--- config.mk ---
export PLATFORM = sky130hd
export DESIGN_NAME = rank_match_scheduler
export DESIGN_NICKNAME = d
export VERILOG_FILES = /design/src/rtl/rank_match_scheduler.sv
export SDC_FILE = /design/constraint.sdc
export NUM_CORES = 1
export LEC_CHECK = 0
export CORE_UTILIZATION = 45
export DETAILED_ROUTE_END_ITERATION = 12
export DONT_BUFFER_PORTS = 1
export PLACE_DENSITY = 0.57
export SLEW_MARGIN = 20
export SYNTH_ARGS = -nofsm -noshare
export SYNTH_HDL_FRONTEND = slang
export SYNTH_SLANG_ARGS = --single-unit
export TNS_END_PERCENT = 1
--- constraint.sdc ---
create_clock -name clk -period 3.65 [get_ports clk]
set_input_delay 1.095 -clock clk [delete_from_list [all_inputs] [get_ports clk]]
set_output_delay 1.095 -clock clk [all_outputs]
set_load 0.01 [all_outputs]
--- src/rtl/rank_match_scheduler.sv ---
// Sweeps one shared template-match engine over every rank kernel for a captured corner
// and reports the lowest-scoring kernel, or "no card" when even the best score is too high.
module rank_match_scheduler #(
    parameter int N_KERNELS     = 13,
    parameter int SCORE_W       = 11,
    parameter int REJECT_THRESH = 400,
    parameter int TIMEOUT       = 4095
) (
    input  logic                         clk,
    input  logic                         rst,
    input  logic                         i_corner_done,
    output logic                         o_match_start,
    output logic [$clog2(N_KERNELS)-1:0] o_kernel_sel,
    input  logic                         i_match_done,
    input  logic [SCORE_W-1:0]           i_match_score,
    output logic                         o_busy,
    output logic                         o_rank_valid,
    output logic [$clog2(N_KERNELS)-1:0] o_rank_id,
    output logic [SCORE_W-1:0]           o_rank_score,
    output logic                         o_no_card,
    output logic                         o_match_error,
    output logic                         o_overrun,
    output logic [2:0]                   o_state
);
    localparam int KW = $clog2(N_KERNELS);
    localparam int CW = $clog2(TIMEOUT + 1);
    localparam logic [KW-1:0]      LAST_K = KW'(N_KERNELS - 1);
    localparam logic [CW-1:0]      TMO_M1 = CW'(TIMEOUT - 1);
    localparam logic [SCORE_W-1:0] THRESH = SCORE_W'(REJECT_THRESH);

    typedef enum logic [2:0] {
        S_IDLE  = 3'd0,
        S_START = 3'd1,
        S_WAIT  = 3'd2,
        S_DONE  = 3'd3,
        S_ERROR = 3'd4
    } state_t;

    state_t               r_state, w_state_nxt;
    logic [KW-1:0]        r_kernel_sel, w_kernel_nxt;
    logic [SCORE_W-1:0]   r_best_score, w_best_score_nxt;
    logic [KW-1:0]        r_best_id, w_best_id_nxt;
    logic [CW-1:0]        r_tmo_cnt, w_tmo_cnt_nxt;
    logic                 r_match_start, r_busy, r_rank_valid, r_no_card;
    logic                 r_match_error, r_overrun;
    logic [KW-1:0]        r_rank_id;
    logic [SCORE_W-1:0]   r_rank_score;

    // Engine handshake: match_start pulses once with kernel_sel already stable; kernel_sel
    // stays put until the engine answers with a one-cycle match_done carrying match_score.
    always_comb begin
        w_state_nxt      = r_state;
        w_kernel_nxt     = r_kernel_sel;
        w_best_score_nxt = r_best_score;
        w_best_id_nxt    = r_best_id;
        w_tmo_cnt_nxt    = r_tmo_cnt;
        case (r_state)
            S_IDLE: begin
                if (i_corner_done) begin
                    w_kernel_nxt     = '0;
                    w_best_score_nxt = '1;
                    w_best_id_nxt    = '0;
                    w_state_nxt      = S_START;
                end
            end
            S_START: begin
                w_tmo_cnt_nxt = '0;
                w_state_nxt   = S_WAIT;
            end
            S_WAIT: begin
                w_tmo_cnt_nxt = r_tmo_cnt + CW'(1);
                // A response on the final allowed cycle still counts as a result.
                if (i_match_done) begin
                    if (i_match_score < r_best_score) begin
                        w_best_score_nxt = i_match_score;
                        w_best_id_nxt    = r_kernel_sel;
                    end
                    if (r_kernel_sel == LAST_K) begin
                        w_state_nxt = S_DONE;
                    end else begin
                        w_kernel_nxt = r_kernel_sel + KW'(1);
                        w_state_nxt  = S_START;
                    end
                end else if (r_tmo_cnt == TMO_M1) begin
                    w_state_nxt = S_ERROR;
                end
            end
            S_DONE:  w_state_nxt = S_IDLE;
            S_ERROR: w_state_nxt = S_IDLE;
            default: w_state_nxt = S_IDLE;
        endcase
    end

    // Output flags are registered from the next state so they line up with the state itself.
    always_ff @(posedge clk) begin
        if (rst) begin
            r_state       <= S_IDLE;
            r_kernel_sel  <= '0;
            r_best_score  <= '1;
            r_best_id     <= '0;
            r_tmo_cnt     <= '0;
            r_match_start <= 1'b0;
            r_busy        <= 1'b0;
            r_rank_valid  <= 1'b0;
            r_rank_id     <= '0;
            r_rank_score  <= '0;
            r_no_card     <= 1'b0;
            r_match_error <= 1'b0;
            r_overrun     <= 1'b0;
        end else begin
            r_state       <= w_state_nxt;
            r_kernel_sel  <= w_kernel_nxt;
            r_best_score  <= w_best_score_nxt;
            r_best_id     <= w_best_id_nxt;
            r_tmo_cnt     <= w_tmo_cnt_nxt;
            r_match_start <= (w_state_nxt == S_START);
            r_busy        <= (w_state_nxt != S_IDLE);
            r_rank_valid  <= (w_state_nxt == S_DONE);
            r_match_error <= (w_state_nxt == S_ERROR);
            if (w_state_nxt == S_DONE) begin
                r_rank_id    <= w_best_id_nxt;
                r_rank_score <= w_best_score_nxt;
                r_no_card    <= (w_best_score_nxt > THRESH);
            end
            if (i_corner_done && (r_state != S_IDLE)) begin
                r_overrun <= 1'b1;
            end
        end
    end

    assign o_match_start = r_match_start;
    assign o_kernel_sel  = r_kernel_sel;
    assign o_busy        = r_busy;
    assign o_rank_valid  = r_rank_valid;
    assign o_rank_id     = r_rank_id;
    assign o_rank_score  = r_rank_score;
    assign o_no_card     = r_no_card;
    assign o_match_error = r_match_error;
    assign o_overrun     = r_overrun;
    assign o_state       = r_state;

endmodule

==> results of run 1 <==
## logic make-up (layout without fill, tap and decap cells)
group                    after synthesis  after routing  synth area share [%]
AND/OR/NAND/NOR                      136            136                  25.3
multiplexers                          14             14                  5.29
AO/OA/AOI/OAI                         69             69                  15.2
XOR/XNOR                               3              3                 0.983
buffers and inverters                 33             26                  5.43
adder cells (fa/ha/maj)               14             14                  6.55
flip-flops                            55             55                  41.2
## sequential cells by signal (all words and copies together), names as in the netlist
signal,count
o_match_start,1
o_state,3
o_rank_score,11
o_busy,1
r_tmo_cnt,12
o_rank_valid,1
o_overrun,1
o_match_error,1
o_no_card,1
r_best_score,11
r_best_id,4
o_kernel_sel,4
o_rank_id,4
## through the flow
step                      setup WS, ns  total power (W)  instances  hold slack, ns  utilization (%)
after floorplan                  0.733         0.000698        324           0.450                -
after global placement           0.422         0.000706        381           0.465             48.1
after detailed placement         0.389         0.000707        381           0.460             48.1
after CTS                        0.728          0.00108        389           0.482             49.8
after global routing             0.503          0.00111        389           0.503             49.8
final                            0.688          0.00106        389           0.484             49.8
## routing by layer
metal  up-vias  share of wire, %
met5         -                 0
met4         0               1.2
met3         7               5.8
met2        51                43
met1      1010                50
li1       1104                 -
## placed cells by master, fill, tap and decap left out, types with 2 or more instances in the layout
master	n
a21oi_1	32
nand2_1	15
buf_4	3
nor3_2	2
or3_1	2
nor3_1	11
dfxtp_1	55
nand2b_1	12
ha_1	14
nor2_1	55
or2_2	3
xor2_1	2
inv_6	2
mux2i_1	13
and4_1	2
nor2b_1	5
clkbuf_8	5
nand3b_1	2
nand3_1	11
nor4_1	7
a211oi_1	8
inv_1	15
o21ai_0	17
a31oi_1	2
o21a_1	3
nand4_1	5
## synthesized netlist by cell type
cell type  instances
o21ai_0           17
a211oi_1           8
a221o_1            1
a21boi_0           1
o21bai_1           1
ha_1              14
mux2_2             1
nand3b_1           2
nor4_1             7
nor2_1            55
inv_1             15
a31oi_1            2
nor2b_1            5
nor3_2             2
o21a_1             3
clkbuf_1          12
a311oi_1           1
mux2i_1           13
nor3b_4            1
nand3_1           11
nand2b_1          12
nand4_1            5
and2_1             1
a21oi_1           32
xor2_1             2
xnor2_1            1
or2_2              3
and2_0             1
nand2_1           15
a2111oi_0          1
buf_1              1
buf_6              2
and4_1             2
dfxtp_1           55
buf_4              1
nor3_1            11
buf_2              2
o221ai_2           1
o2111ai_1          1
nor3b_1            1
or3_1              2
## final cells by class
type | instances | share of cell area (%)
clock buffers | 5 | 2.47
clock inverters | 3 | 0.897
inverters | 15 | 2.02
multi-input cells | 236 | 51.1
flip-flops and latches | 55 | 39.5
well taps | 72 | 3.23
repair buffers | 3 | 0.807
## worst max-delay path, delay by kind of cell
family,cells,cell delay [ns]
AOI/OAI and AO/OA,2,0.73
and+or+nand+nor,4,0.65
muxes,1,0.38
adders and majority gates,1,0.29
## path summary, 6_finish.rpt
path	end	slack [ns]	cells after the start
worst min register to register	r_tmo_cnt[9]	0.48	2
worst max register to register	o_no_card	0.86	7
worst max-delay path	o_no_card	0.69	8
worst min-delay path	r_tmo_cnt[9]	0.48	2
## power breakdown
group	switching, W	internal (W)
combinational	0.0000448	0.0000276
clock	0.000225	0.000141
sequential	0.0000127	0.000609
total	0.000282	0.000777
==> qor.txt, run 1 <==
Multi-input logic area = 1430 um^2
Setup TNS = 0 ns
Vias per Instance = 5.58
Antenna violations before repair = 0
Pre-antenna DRT Iters = 4
Ports = 43
Grt peak-use layer = met2
Total setup buffers inserted after CTS = 0
Critical path capture point type = flip-flop
# resized after CTS = 0
CP max FO = 14
CTS tree = built
Total die area = 6250 um^2
Final min period = 2.96 ns
RePlAce Congestion = 0.761
Total gr overflow = 0
Routed WL = 5880 um
R2R Path Start = o_state[1]
Syn_nets = 353
Routed WL per cell = 15.1 um
Global-route track usage on met3 = 5.06%
Critical Path Source Type = input pin
Sequential cell area = 1100 um^2
DIE HEIGHT = 79.1 um
Clock Tree Buf Depth = 2
Synth unique cells = 41
Kind of critical path = in -> reg
Count of maximum capacitance violations = 0
Cell Area, Placed = 2700 um^2
Synthesized instance count = 324
Design Area, Final = 2790 um^2
Layout cells sized above 1 = 5.99%
RSZ-0062 raised after global routing = no
Worst-Skew Late Latency = 0.32 ns
Synth top area cells = dfxtp_1 41%, nor2_1 7.7%, ha_1 6.6%
Hold_buf cts = 0
Crit-path cells = ha_1 -> and4_1 -> and2_0 -> a221o_1 -> mux2i_1 -> o221ai_2 -> nor4_1 -> nor4_1
1st-iter DRT viols = 113
Synth top area share = 41.2%
All-Layer GR Usage = 20.5%
Synth Register Bits = 55
Hold Crit Start = r_tmo_cnt[9]
Total number of vias = 2172
First-pass GRT wire length = 10100 um
Most numerous cell on the critical path = nor4_1
Routed Antenna Nets = 0
Min-Delay Path Class = reg -> reg
CTS Buf Count = 5
# setup viols final = 0
PortBufs = 0
Clock skew = 0.0151 ns
Crit path arrival time = 3.16 ns
Layout net count = 345
Die X = 79.1 um
# clock sinks = 55
Leak pwr = 1.15 nW
Area Overhead vs Synth = 4.40%
# fillers = 579
Largest net degree at the start of global routing = 55
Max transition margin = 44.0%
CTS clock-pin slew for the worst setup and hold paths = 0.11 ns
DRC viols = 0
Peak VDD IR = 0.177 mV
Max Slew Vio Count = 0
Initial cell density of the core = 47.7%
Fmax = 338 MHz
Register area share after synthesis = 41.2%
Yosys warnings = 0
Synthesized area per cell = 8.25 um^2
Period utilization = 81.1%
Area of the mapped netlist = 2670 um^2
Final Hold Viols = 0
Row count = 27
CP startpoint = i_match_score[5]
Power Density = 380 nW/um^2
Root buffer cell = clkbuf_8
GR Util met2 = 31.6%
Area leader, netlist = dfxtp_1
Core ar. = 5610 um^2
Vias in the first global route = 2075
Max incr delay on CP = 0.57 ns
ANT cells = 0
H-tree levels = 2
Critical path's slowest cell = a221o_1
Run status = finished, final reports clean
Worst-Margin Slew = 0.841 ns
Req. time, crit path = 3.85 ns
DP HPWL = 4000 um
GR Util met1 = 28.1%
Note: power is estimated with default switching activity, not from simulation.
==> run 2, diff against run 1 <==
- PLACE_DENSITY: 0.57 -> 0.59
- clock period: 3.65 -> 2.7 ns (I/O delays scaled with it)
==> qor.txt, run 2 (synthesized netlist as in run 1, its figures left out) <==
Run status = finished, final reports clean
ANT cells = 0
Clock Tree Buf Depth = 2
Final Hold Viols = 0
Min-Delay Path Class = reg -> reg
Max incr delay on CP = 0.30 ns
Pre-antenna DRT Iters = 4
Hold_buf cts = 0
Worst-Skew Late Latency = 0.31 ns
DP HPWL = 4100 um
Sequential Power Share = 53.0%
Crit path arrival time = 2.69 ns
# fillers = 584
RSZ-0062 raised after global routing = no
CTS Buf Count = 5
DRC viols = 0
Root buffer cell = clkbuf_8
Count of maximum capacitance violations = 0
Vias in the first global route = 2079
Initial cell density of the core = 47.7%
Final min period = 2.50 ns
Antenna violations before repair = 0
Total setup buffers inserted after CTS = 0
Vias per Instance = 5.48
Layout net count = 355
Row count = 27
Clock skew = 0.00633 ns
Total die area = 6250 um^2
Critical path capture point type = flip-flop
Layout cells sized above 1 = 8.56%
Critical Path Source Type = input pin
Kind of critical path = in -> reg
Fmax = 401 MHz
Routed Antenna Nets = 0
Power Density = 544 nW/um^2
Max Slew Vio Count = 0
Leak pwr = 1.22 nW
Total number of vias = 2186
Largest register FFs = 12
Die X = 79.1 um
CP max FO = 11
Period utilization = 92.5%
Psw = 0.000344 W
Ports = 43
1st-iter DRT viols = 118
# setup viols final = 0
Most flop-heavy register = r_tmo_cnt
H-tree levels = 2
Total gr overflow = 0
DIE HEIGHT = 79.1 um
Crit-path cells = ha_1 -> a211oi_1 -> o2111ai_1 -> a221o_1 -> buf_4 -> a211oi_1 -> o221ai_2 -> nor4_1 -> nor4_1
Area Overhead vs Synth = 8.66%
Routed WL per cell = 14.6 um
Gate power share = 6.7%
Worst-Margin Slew = 0.664 ns
Pwr Total = 0.00158 W
Routed WL = 5840 um
RePlAce Congestion = 0.827
Largest net degree at the start of global routing = 55
First-pass GRT wire length = 9940 um
Max transition margin = 55.5%
Peak VDD IR = 0.379 mV
Clock Power Share = 40.3%
PortBufs = 0
Internal power = 0.00124 W
# resized after CTS = 0
Commonest non-fill, non-tap cells in the layout = 55 x nor2_1, 55 x dfxtp_1, 32 x a21oi_1, 17 x o21ai_0
Dpl cells = 391
# clock sinks = 55
Core ar. = 5610 um^2
Final non-filler cell total = 399
Critical path's slowest cell = a221o_1
CTS tree = built
All-Layer GR Usage = 20.4%
CTS clock-pin slew for the worst setup and hold paths = 0.09 ns
Req. time, crit path = 2.89 ns
Sw frac = 21.8%
## run 2: cell types whose count changed in the layout (fill, tap and decap cells not counted)
cell,previous run,this run
buf_4,3,13
bufinv_16,0,2
clkbuf_1,0,1
clkinvlp_4,1,0
inv_6,2,0
## run 2: final cells by class
| type | count | area, um^2 | area share [%] |
|---|---|---|---|
| clock inverters | 2 | 60.1 | 2.07 |
| repair buffers | 13 | 97.6 | 3.36 |
| multi-input cells | 236 | 1430 | 49.1 |
| well taps | 72 | 90.1 | 3.10 |
| inverters | 15 | 56.3 | 1.94 |
| clock buffers | 6 | 72.6 | 2.50 |
| flip-flops and latches | 55 | 1100 | 37.9 |
## run 2: final timing paths
path              cells after the start        startpoint  slack, ns      endpoint
setup / recovery                      9  i_match_score[8]       0.20     o_no_card
setup reg to reg                     10   r_best_score[2]       0.32     o_no_card
hold / removal                        2      r_tmo_cnt[9]       0.48  r_tmo_cnt[9]
hold reg to reg                       2      r_tmo_cnt[9]       0.48  r_tmo_cnt[9]
## run 2: metrics by stage
| stage | utilization, % | setup slack (ns) | hold WS (ns) | area, um^2 | setup TNS (ns) |
|---|---|---|---|---|---|
| after floorplan | - | 0.0683 | 0.450 | 2670 | 0 |
| after global routing | 51.8 | 0.00504 | 0.510 | 2900 | 0 |
| after CTS | 51.8 | 0.221 | 0.483 | 2900 | 0 |
| after global placement | 49.4 | -0.0359 | 0.462 | 2770 | -0.0359 |
| after detailed placement | 49.4 | -0.108 | 0.470 | 2770 | -0.108 |
| final | 51.8 | 0.203 | 0.478 | 2900 | 0 |
## run 2: worst max-delay path: cells and delay by family
kind	cells	cell delay [ns]
AOI/OAI and AO/OA	5	1.13
adders and majority gates	1	0.29
and+or+nand+nor	2	0.27
buffers and inverters	1	0.18
## run 2: power groups by stage
stage | combinational [W] | sequential [W] | clock [W]
3_5_place_dp | 0.000106 | 0.000856 | 0
6_report | 0.000107 | 0.000837 | 0.000637
3_3_place_gp | 0.000105 | 0.000856 | 0
2_1_floorplan | 0.0000912 | 0.000852 | 0
4_1_cts | 0.000107 | 0.000838 | 0.000657
5_1_grt | 0.000122 | 0.000840 | 0.000692
## run 2: layer usage
| metal | GRT usage [%] | wire [um] | vias up |
|---|---|---|---|
| li1 | - | - | 1135 |
| met1 | 27.9 | 2870 | 1009 |
| met2 | 31.2 | 2650 | 36 |
| met3 | 5.63 | 266 | 6 |
| met4 | 5.45 | 62 | 0 |
| met5 | 0 | 0 | - |
